### src/rtl/q_value_update_pkg.sv
// Shared definitions for the Q-value update stage: memory map, word type,
// FSM state encodings and the Q-value saturation helper.
package q_value_update_pkg;

    localparam int WORD_WIDTH = 16;

    typedef logic [WORD_WIDTH-1:0] word_t;

    // Default memory map: count word, then 4-byte {ID, Q} entries.
    localparam word_t DEF_COUNT_ADDR = 16'h0040;
    localparam word_t DEF_TABLE_BASE = 16'h0042;
    localparam word_t ENTRY_STRIDE   = 16'd4;
    localparam word_t Q_FIELD_OFS    = 16'd2;

    // Q-value saturation limits, sized for the widest ALU intermediate.
    localparam logic signed [19:0] Q_MAX_W = 20'sd32767;
    localparam logic signed [19:0] Q_MIN_W = -20'sd32768;

    // FSM state encodings.
    localparam logic [3:0] S_IDLE = 4'd0;
    localparam logic [3:0] S_RC_A = 4'd1;
    localparam logic [3:0] S_RC_D = 4'd2;
    localparam logic [3:0] S_ID_A = 4'd3;
    localparam logic [3:0] S_ID_D = 4'd4;
    localparam logic [3:0] S_Q_A  = 4'd5;
    localparam logic [3:0] S_Q_D  = 4'd6;
    localparam logic [3:0] S_CALC = 4'd7;
    localparam logic [3:0] S_WR   = 4'd8;
    localparam logic [3:0] S_DONE = 4'd9;

    // Request captured from selectMyAction when en is pulsed.
    typedef struct packed {
        word_t action;
        logic  agg;
        word_t reward;
    } upd_req_t;

    // Clamp a wide signed result into the 16-bit Q range.
    function automatic word_t sat_q(input logic signed [19:0] v);
        if (v > Q_MAX_W) begin
            return 16'h7FFF;
        end else if (v < Q_MIN_W) begin
            return 16'h8000;
        end
        return v[15:0];
    endfunction

endpackage

### src/rtl/q_value_update_if.sv
// Control and memory bus of the Q-value update stage. The slave modport is
// the update block; the master modport is the controller / memory side.
interface q_value_update_if;
    logic        en;
    logic        start;
    logic [15:0] action;
    logic        forAggregation;
    logic [15:0] reward;
    logic [15:0] address;
    logic        wr_en;
    logic [15:0] mem_data_out;
    logic [15:0] mem_data_in;
    logic [15:0] q_new;
    logic        not_found;
    logic        done;

    modport slave (
        input  en, start, action, forAggregation, reward, mem_data_in,
        output address, wr_en, mem_data_out, q_new, not_found, done
    );

    modport master (
        output en, start, action, forAggregation, reward, mem_data_in,
        input  address, wr_en, mem_data_out, q_new, not_found, done
    );
endinterface

### src/rtl/q_value_update_alu.sv
// Combinational Q-learning arithmetic:
//   q_new = sat(Q_old + ((reward + bonus + maxQ - Q_old) >>> ALPHA_SHIFT))
// Intermediates are widened one bit per add so nothing wraps before the
// final saturation.
module q_update_alu
    import q_value_update_pkg::*;
#(
    parameter int ALPHA_SHIFT = 2,
    parameter int AGG_BONUS   = 16
) (
    input  logic signed [15:0] reward_i,
    input  logic               agg_i,
    input  logic signed [15:0] maxq_i,
    input  logic signed [15:0] qold_i,
    output logic signed [15:0] q_new_o
);

    logic signed [16:0] r;
    logic signed [17:0] target;
    logic signed [18:0] diff;
    logic signed [18:0] delta;
    logic signed [19:0] sum;

    // Widen, accumulate, shift arithmetically, then saturate.
    always_comb begin
        r       = 17'(reward_i) + (agg_i ? 17'(AGG_BONUS) : 17'sd0);
        target  = 18'(r) + 18'(maxq_i);
        diff    = 19'(target) - 19'(qold_i);
        delta   = diff >>> ALPHA_SHIFT;
        sum     = 20'(qold_i) + 20'(delta);
        q_new_o = sat_q(sum);
    end

endmodule

### src/rtl/q_value_update.sv
// Q-learning update stage. Reads the neighbour table in one pass (count word,
// then ID/Q of each entry), tracks the first entry whose ID equals the latched
// action and the running signed maximum Q, computes the updated Q and writes
// it back to the matching entry. Memory read data arrives the cycle after the
// address, so every access is an *_A/*_D state pair holding the address.
module q_value_update
    import q_value_update_pkg::*;
#(
    parameter word_t COUNT_ADDR  = DEF_COUNT_ADDR,
    parameter word_t TABLE_BASE  = DEF_TABLE_BASE,
    parameter int    MAX_NEIGH   = 16,
    parameter int    ALPHA_SHIFT = 2,
    parameter int    AGG_BONUS   = 16
) (
    input  logic       clock,
    input  logic       nrst,
    q_value_update_if.slave bus
);

    localparam int            NW      = $clog2(MAX_NEIGH + 1);
    localparam logic [NW-1:0] IDX_ONE = NW'(1);
    localparam logic [NW-1:0] N_MAX   = NW'(MAX_NEIGH);

    logic [3:0]         state_q, state_d;
    upd_req_t           req_q;
    logic [NW-1:0]      idx_q, n_q, match_idx_q;
    logic               found_q, cur_match_q;
    logic signed [15:0] qold_q, maxq_q, q_new_q, alu_q;
    logic               not_found_q;

    logic [NW-1:0]      count_clamped;
    logic               last_entry;
    logic               id_hit;
    logic [15:0]        addr_d;
    logic               wr_en_d;

    // Table-scan helpers: clamped entry count, end of scan, first-match test.
    always_comb begin
        count_clamped = (bus.mem_data_in > 16'(MAX_NEIGH)) ? N_MAX
                                                           : NW'(bus.mem_data_in);
        last_entry    = (idx_q == n_q - IDX_ONE);
        id_hit        = !found_q && (bus.mem_data_in == req_q.action);
    end

    // Next-state logic.
    always_comb begin
        state_d = state_q;
        case (state_q)
            S_IDLE: if (bus.start) state_d = S_RC_A;
            S_RC_A: state_d = S_RC_D;
            S_RC_D: state_d = (count_clamped == '0) ? S_DONE : S_ID_A;
            S_ID_A: state_d = S_ID_D;
            S_ID_D: state_d = S_Q_A;
            S_Q_A:  state_d = S_Q_D;
            S_Q_D:  state_d = last_entry ? S_CALC : S_ID_A;
            S_CALC: state_d = S_WR;
            S_WR:   state_d = S_DONE;
            S_DONE: state_d = S_IDLE;
            default: state_d = S_IDLE;
        endcase
    end

    // State register.
    always_ff @(posedge clock) begin
        if (nrst) begin
            state_q <= S_IDLE;
        end else begin
            state_q <= state_d;
        end
    end

    // Input latch: only accepted while idle so a run sees stable operands.
    always_ff @(posedge clock) begin
        if (nrst) begin
            req_q <= '0;
        end else if (state_q == S_IDLE && bus.en) begin
            req_q <= '{action: bus.action, agg: bus.forAggregation, reward: bus.reward};
        end
    end

    // Scan bookkeeping: entry index, count, first match and running max Q.
    always_ff @(posedge clock) begin
        if (nrst) begin
            idx_q       <= '0;
            n_q         <= '0;
            match_idx_q <= '0;
            found_q     <= 1'b0;
            cur_match_q <= 1'b0;
            qold_q      <= '0;
            maxq_q      <= '0;
        end else begin
            case (state_q)
                S_IDLE: begin
                    if (bus.start) begin
                        idx_q       <= '0;
                        match_idx_q <= '0;
                        found_q     <= 1'b0;
                        cur_match_q <= 1'b0;
                    end
                end
                S_RC_D: n_q <= count_clamped;
                S_ID_D: begin
                    // cur_match_q tells Q_D to capture this entry's Q as Q_old.
                    cur_match_q <= id_hit;
                    if (id_hit) begin
                        found_q     <= 1'b1;
                        match_idx_q <= idx_q;
                    end
                end
                S_Q_D: begin
                    if (cur_match_q) qold_q <= $signed(bus.mem_data_in);
                    if (idx_q == '0 || $signed(bus.mem_data_in) > maxq_q) begin
                        maxq_q <= $signed(bus.mem_data_in);
                    end
                    idx_q <= idx_q + IDX_ONE;
                end
                default: ;
            endcase
        end
    end

    // Result registers: q_new only moves on a hit; not_found is per run.
    always_ff @(posedge clock) begin
        if (nrst) begin
            q_new_q     <= '0;
            not_found_q <= 1'b0;
        end else begin
            case (state_q)
                S_IDLE: if (bus.start) not_found_q <= 1'b0;
                S_RC_D: if (count_clamped == '0) not_found_q <= 1'b1;
                S_CALC: begin
                    if (found_q) q_new_q     <= alu_q;
                    else         not_found_q <= 1'b1;
                end
                default: ;
            endcase
        end
    end

    q_update_alu #(
        .ALPHA_SHIFT (ALPHA_SHIFT),
        .AGG_BONUS   (AGG_BONUS)
    ) u_alu (
        .reward_i (req_q.reward),
        .agg_i    (req_q.agg),
        .maxq_i   (maxq_q),
        .qold_i   (qold_q),
        .q_new_o  (alu_q)
    );

    // Bus address per state; held across each *_A/*_D pair.
    always_comb begin
        addr_d  = '0;
        wr_en_d = 1'b0;
        case (state_q)
            S_RC_A, S_RC_D: addr_d = COUNT_ADDR;
            S_ID_A, S_ID_D: addr_d = TABLE_BASE + ENTRY_STRIDE * 16'(idx_q);
            S_Q_A,  S_Q_D:  addr_d = TABLE_BASE + ENTRY_STRIDE * 16'(idx_q) + Q_FIELD_OFS;
            S_WR: begin
                if (found_q) begin
                    addr_d  = TABLE_BASE + ENTRY_STRIDE * 16'(match_idx_q) + Q_FIELD_OFS;
                    wr_en_d = 1'b1;
                end
            end
            default: ;
        endcase
    end

    assign bus.address      = addr_d;
    assign bus.wr_en        = wr_en_d;
    assign bus.mem_data_out = wr_en_d ? q_new_q : '0;
    assign bus.q_new        = q_new_q;
    assign bus.not_found    = not_found_q;
    assign bus.done         = (state_q == S_DONE);

endmodule

### src/flat_wrapper.sv
// flat-port wrapper written by rule: the top's interface ports become plain ports
module q_value_update_flat import q_value_update_pkg::*;
#(
    parameter word_t COUNT_ADDR  = DEF_COUNT_ADDR,
    parameter word_t TABLE_BASE  = DEF_TABLE_BASE,
    parameter int    MAX_NEIGH   = 16,
    parameter int    ALPHA_SHIFT = 2,
    parameter int    AGG_BONUS   = 16
)
  (clock, nrst, bus_en, bus_start, bus_action, bus_forAggregation, bus_reward, bus_mem_data_in, bus_address, bus_wr_en, bus_mem_data_out, bus_q_new, bus_not_found, bus_done);
  q_value_update_if bus_i ();
  input  logic clock;
  input  logic nrst;
  input wire logic [$bits(bus_i.en)-1:0] bus_en;
  input wire logic [$bits(bus_i.start)-1:0] bus_start;
  input wire logic [$bits(bus_i.action)-1:0] bus_action;
  input wire logic [$bits(bus_i.forAggregation)-1:0] bus_forAggregation;
  input wire logic [$bits(bus_i.reward)-1:0] bus_reward;
  input wire logic [$bits(bus_i.mem_data_in)-1:0] bus_mem_data_in;
  output wire logic [$bits(bus_i.address)-1:0] bus_address;
  output wire logic [$bits(bus_i.wr_en)-1:0] bus_wr_en;
  output wire logic [$bits(bus_i.mem_data_out)-1:0] bus_mem_data_out;
  output wire logic [$bits(bus_i.q_new)-1:0] bus_q_new;
  output wire logic [$bits(bus_i.not_found)-1:0] bus_not_found;
  output wire logic [$bits(bus_i.done)-1:0] bus_done;
  assign bus_i.en = bus_en;
  assign bus_i.start = bus_start;
  assign bus_i.action = bus_action;
  assign bus_i.forAggregation = bus_forAggregation;
  assign bus_i.reward = bus_reward;
  assign bus_i.mem_data_in = bus_mem_data_in;
  assign bus_address = bus_i.address;
  assign bus_wr_en = bus_i.wr_en;
  assign bus_mem_data_out = bus_i.mem_data_out;
  assign bus_q_new = bus_i.q_new;
  assign bus_not_found = bus_i.not_found;
  assign bus_done = bus_i.done;
  q_value_update #(.COUNT_ADDR(COUNT_ADDR), .TABLE_BASE(TABLE_BASE), .MAX_NEIGH(MAX_NEIGH), .ALPHA_SHIFT(ALPHA_SHIFT), .AGG_BONUS(AGG_BONUS)) u_core (.clock(clock), .nrst(nrst), .bus(bus_i));
endmodule
### config.mk
export PLATFORM = sky130hd
export DESIGN_NAME = q_value_update_flat
export DESIGN_NICKNAME = d
export VERILOG_FILES = /design/src/rtl/q_value_update_pkg.sv /design/src/rtl/q_value_update_if.sv /design/src/rtl/q_value_update_alu.sv /design/src/rtl/q_value_update.sv /design/src/flat_wrapper.sv
export SDC_FILE = /design/constraint.sdc
export NUM_CORES = 1
export LEC_CHECK = 0
export BUFFER_PORTS_ARGS = -buffer_cell sky130_fd_sc_hd__buf_4
export CAP_MARGIN = 40
export CORE_MARGIN = 1.5
export CORE_UTILIZATION = 45
export CTS_CLUSTER_DIAMETER = 120
export DETAILED_ROUTE_END_ITERATION = 8
export PLACE_DENSITY = 0.74
export SLEW_MARGIN = 40
export SYNTH_ARGS = -nofsm -noshare
export SYNTH_HDL_FRONTEND = slang
export SYNTH_HIERARCHICAL = 1
export SYNTH_SLANG_ARGS = --single-unit
### constraint.sdc
create_clock -name clock -period 6 [get_ports clock]
set_input_delay 0.3 -clock clock [delete_from_list [all_inputs] [get_ports clock]]
set_output_delay 0.3 -clock clock [all_outputs]
set_load 0.01 [all_outputs]
# ---- Word-level counts from Yosys, hierarchy flattened
# Index checks and enable logic that the tools add are counted.
dict set report totals {
  register_bits 103
  input_bits 53
  output_inout_bits 51
  word_cells 89
}
dict set report classes {
  n_addsub 10
  n_lt_le_gt_ge 4
  eq_ne 15
  muxes 27
  n_reduce_logical 20
}
# operator n
set ops {}
lappend ops {{16-bit 2-to-1 mux} 5}
lappend ops {{16-bit one-hot mux with 4 select lines} 1}
lappend ops {{4-bit one-hot mux with 9 select lines} 1}
lappend ops {{16-bit by 2-bit adder with 16-bit output (second input constant)} 2}
lappend ops {{5-bit 2-to-1 mux} 4}
lappend ops {{5-bit one-hot mux with 2 select lines} 2}
lappend ops {{18-bit by 16-bit subtractor with 19-bit output} 1}
lappend ops {{16-bit by 17-bit adder with 18-bit output} 1}
lappend ops {{17-bit by 16-bit adder with 18-bit output} 1}
lappend ops {{18-bit by 16-bit greater-than comparator with 1-bit output (second input constant)} 1}
lappend ops {{18-bit by 16-bit < comparator with 1-bit output (second input constant)} 1}
lappend ops {{16-bit by 6-bit adder with 17-bit output} 1}
lappend ops {{7-bit by 7-bit adder with 8-bit output (first input constant)} 2}
lappend ops {{16-bit equality test} 1}
lappend ops {{4-bit by 3-bit equality test with 1-bit output (second input constant)} 4}
lappend ops {{16-bit greater-than comparator} 1}
lappend ops {{16-bit by 5-bit greater-than comparator with 1-bit output (second input constant)} 1}
lappend ops {{5-bit logical NOT} 2}
lappend ops {{2-bit AND reduction} 5}
lappend ops {{4-bit by 2-bit equality test with 1-bit output (second input constant)} 2}
lappend ops {{4-bit equality test (second input constant)} 2}
lappend ops {{1-bit 2-to-1 mux} 8}
lappend ops {{4-bit 2-to-1 mux} 2}
lappend ops {{2-bit OR reduction} 3}
lappend ops {{17 further kinds} 22}

# ---- Logic depth before layout (Yosys ltp)
dict set report depth {
  word_depth 9
  depth_mapped 24
  mapped_depth_nobuf 23
}

# ---- Cells and area by module
# Netlist, hierarchy kept.
# mod n_inst cells_per_inst area_per_inst_um2 seq_area_each_um2
set by_module_without_submodules {}
lappend by_module_without_submodules {q_value_update 1 651 5162.5 2062.0}
lappend by_module_without_submodules {q_update_alu 1 318 2469.9 0.0}

# ---- Worst setup path before layout
# Ideal clock, no wire load.
dict set report synth_timing {
  path_type {register to register}
  startpoint {register u_core.qold_q[4]}
  endpoint {register u_core.q_new_q[4] (netlist: u_core/bus.q_new[4])}
  setup_time_ns 0.070
  t_arrival_ns 4.548
  required_ns 5.930
  setup_slack_ns 1.381
  path_stages_with_launch 22
  n_path_buf 1
  period_less_slack_ns 4.619
  cell_sequence {dfxtp_1 > inv_1 > fa_1 > fa_1 > ha_1 > o21ai_1 > a21oi_1 > o211ai_1 > a21boi_0 > or4b_1 > nand3_1 > ha_1 > a21oi_1 > o21bai_1 > a221oi_2 > o31ai_2 > xor2_1 > buf_6 > a21oi_4 > o31ai_2 > nand2_1 > a21oi_1}
}
dict set report synth_between {
  elab_chain_cells 6
  elab_cells_between_ends 8
  classes_between {2 x add/sub; 2 x order compare; 4 x mux}
}
# item line
set synth_lines {}
lappend synth_lines {{start: declaration} q_value_update.sv:28} ;# logic signed [15:0] qold_q, maxq_q, q_new_q, alu_q;
lappend synth_lines {{start signal: assignment} q_value_update.sv:111} ;# if (cur_match_q) qold_q <= $signed(bus.mem_data_in);
lappend synth_lines {{18-bit by 16-bit subtractor with 19-bit output} q_value_update_alu.sv:28} ;# diff = 19'(target) - 19'(qold_i);
lappend synth_lines {{16-bit by 17-bit adder with 18-bit output *} q_value_update_alu.sv:30} ;# sum = 20'(qold_i) + 20'(delta);
lappend synth_lines {{18-bit by 16-bit < comparator with 1-bit output} q_value_update_pkg.sv:42} ;# end else if (v < Q_MIN_W) begin
lappend synth_lines {{1-bit 2-to-1 mux} q_value_update_pkg.sv:42}
lappend synth_lines {{1-bit 2-to-1 mux} q_value_update_pkg.sv:40} ;# if (v > Q_MAX_W) begin
lappend synth_lines {{16-bit 2-to-1 mux *} q_value_update_pkg.sv:45} ;# return v[15:0];
lappend synth_lines {{named net u_core.alu_q[4]} q_value_update.sv:28}
lappend synth_lines {{end signal: assignment} q_value_update.sv:132} ;# if (found_q) q_new_q <= alu_q;
lappend synth_lines {{end: declaration} q_value_update.sv:28}
# Mark *: on every way through the listed nets, which the timed path passes. The rest lies on a longest branch.
# A chain may end at the register's enable or synchronous reset.

# ---- Worst setup path in the final report
dict set report layout_timing {
  startpoint {register u_core.qold_q[4]}
  endpoint {register u_core.q_new_q[8] (netlist: u_core/bus.q_new[8])}
}
# The elaborated chain is that of the path after synthesis.

==> impl_metrics.tcl <==
set metrics [dict create \
    status "finished, final reports clean" \
    clkLatencyLatePin_ns 0.36 \
    die_w_um 133 \
    synth_edf_count 0 \
    required_ns 6.20 \
    crit_path_frequent_cell "a21oi_1" \
    dieArea_um2 17800 \
    syn2layout_area_growth_pct 14.1 \
    yosysWarnings 6 \
    avgSynthCellArea_um2 7.88 \
    switching_share 0.364 \
    layout_setup_ws_ns 0.749 \
    final_nets 1174 \
    antenna_found_initial 0 \
    synth_seq_cells 103 \
    drt_iter0_markers 543 \
    drive_above_1_share 0.133 \
    synthSimpleGateAreaFrac 0.220 \
    synthAdderAreaFrac 0.160 \
    fp.dieH_um 133 \
    fp-row-count 47 \
    worst_pin_slew_ns 0.771 \
    power.share.clock 0.284 \
    setup_violations 0 \
    first_pass_iters 5 \
    grt-ovfl-total 0 \
    finish.utilization 0.525 \
    async_flop_share 0 \
    dpl.hpwl_um 13600 \
    ant_nets 0 \
    power_density_nw_per_um2 250 \
    max_stage_delay_ns 0.50 \
    gp_congestion 0.862 \
    grt_pass1_vias 6079 \
    grt_max_degree 117 \
    cts_buffers 9 \
    path_cells "inv_1 -> fa_1 -> fa_1 -> ha_1 -> o21ai_1 -> a21oi_1 -> o211ai_1 -> a21boi_0 -> or4b_1 -> nand3_1 -> ha_1 -> a21oi_1 -> o21bai_1 -> a221oi_2 -> o31ai_2 -> xor2_2 -> o21ai_2 -> o21ai_0 -> nand2_1 -> a21oi_1" \
    end_kind "flop" \
    cts_num_sinks 103 \
    initial_core_util 0.460 \
    clockRootBuffer "clkbuf_16" \
    worstHoldPathType "in2reg" \
    io_buffers 94 \
    yosysTopAreaCellShare 0.270 \
    synth_most_common_cell "nand2_1" \
    ys.flop_type "dfxtp_1" \
    synth-seq-area-share 0.270 \
    viasPerCell 5.32 \
    muxShareOfSynthArea 0.0252 \
    fin_hold_ws_ns 0.184 \
    hold_buffers 0 \
    drc_errors 0 \
    maxCapViolCount 0 \
    min_period_ns 5.25 \
    power_frac_seq 0.329 \
    wl_per_cell_um 14.2 \
    grt_pass1_wl_um 29300 \
    ys_types 75 \
    place_area_um2 8380 \
    r2r_slack_ns 0.75 \
    crit_type "reg2reg" \
    cp.arrival_ns 5.46 \
    skew_ns 0.0117 \
    grtUsageTotal 0.202 \
    core-area_um2 16600 \
    combPwrFrac 0.387 \
    io_pins 104 \
    crit_slowest_cell "fa_1" \
    switchingPower_mw 0.792 \
    fin_area_um2 8710 \
    cts_resized 0 \
    power_mw 2.18 \
    synth.top_cells.by_count "nand2_1 (169), a21oi_1 (124), dfxtp_1 (103), inv_1 (75), ha_1 (69)" \
    htreeDepth 3 \
    fmax_ghz 0.190 \
    synth_top_family_by_area "simple AND/OR/NAND/NOR gates" \
    clk_path_buf_depth 2 \
    syn_inst 969 \
    cts_setup_buffers 0 \
    place_ws_ns 0.558 \
    setup_tns_ns 0 \
    fill_cells 1583 \
    vdd_drop_max_mv 0.209 \
    min_period_over_period 0.875 \
    dp_cells 1242 \
    cp.buffers_inverters 1 \
    synth-xor-area-share 0.0641 \
    worstPathMaxFanout 12 \
    cp_top_family "compound AO/OA/AOI/OAI gates" \
    fin_cells 1259 \
    wirelength_um 17900 \
    rsz0062_at_grt "false" \
    hold_violations 0 \
    slew_viol_final 0 \
    diodes 0 \
    maxSlewHeadroom 0.486 \
    cts_tree "built" \
    start_kind "flop" \
    synth_area_leaders "dfxtp_1 (27%), ha_1 (11%), nand2_1 (8.3%)" \
    path_clk_slew_ns 0.07 \
    leakagePower_nw 3.64 \
    syn_area_um2 7630 \
    p_int_mw 1.39 \
    vias 6695 \
    synth-compound-area-share 0.185 \
    synth_top_area_cell "dfxtp_1" \
]
==> worst paths after layout <==
kind,startpoint,endpoint,cells after the start
worst max-delay path,u_core/qold_q[4],u_core/bus.q_new[8],20
worst min-delay path,bus_action[11],u_core/req_q[28],3
worst min register to register,u_core/req_q[0],u_core/req_q[0],2
worst max register to register,u_core/qold_q[4],u_core/bus.q_new[8],20
==> metal layers <==
layer	up-vias	share of wire	track usage
li1	3408	-	-
met1	3100	0.49	0.271
met2	173	0.46	0.344
met3	14	0.047	0.0293
met4	0	0.0096	0.0477
met5	-	0	0
==> power by group through the flow <==
stage	combinational [mW]	sequential [mW]	clock, mW
6_report	0.842	0.718	0.619
5_1_grt	0.934	0.721	0.649
4_1_cts	0.833	0.718	0.632
3_5_place_dp	0.823	0.734	0
3_3_place_gp	0.816	0.733	0
2_1_floorplan	0.688	0.728	0
==> registers in the layout, indices dropped and copies added (netlist names), 4 cells and up <==
name / flops
u_core/bus.q_new: 16
u_core/idx_q: 5
u_core/match_idx_q: 5
u_core/maxq_q: 16
u_core/n_q: 5
u_core/qold_q: 16
u_core/req_q: 33
u_core/state_q: 4
==> logic make-up (layout without fill, tap and decap cells) <==
kind of cell / count (synthesis) / count (layout)
xor gates and xnor gates: 55 / 55
muxes: 18 / 18
buffers and inverters: 126 / 188
AOI/OAI and AO/OA: 230 / 230
DFF: 103 / 103
other: 1 / 9
adders and majority gates: 87 / 87
and+or+nand+nor: 349 / 349
==> worst min-delay path: cells and delay by family <==
family                 cells  cell delay [ns]
and+or+nand+nor            1             0.05
buffers and inverters      1             0.11
AOI/OAI and AO/OA          1             0.05
==> final cells by class <==
cell class                 instances  area [um^2]  share of cell area
sequential                       103         2060               0.237
inverter                          75          282              0.0323
clock buffer                      10          229              0.0263
multi-input combinational        748         5040               0.579
clock inverter                     6         77.6             0.00891
tap                              220          275              0.0316
timing repair buffer              97          736              0.0845
==> placed cells by master, fill, tap and decap left out, types with 15 or more instances in the layout <==
master / n
nand2_1: 169
a21oi_1: 124
dfxtp_1: 103
buf_4: 95
inv_1: 75
ha_1: 69
nand2b_1: 38
nor2_1: 34
xor2_1: 28
o21ai_0: 28
nand3_1: 27
xnor2_1: 25
and2_1: 19
fa_1: 18
mux2i_1: 17
nor3_1: 15
Note: power is estimated with default switching activity, not from simulation.
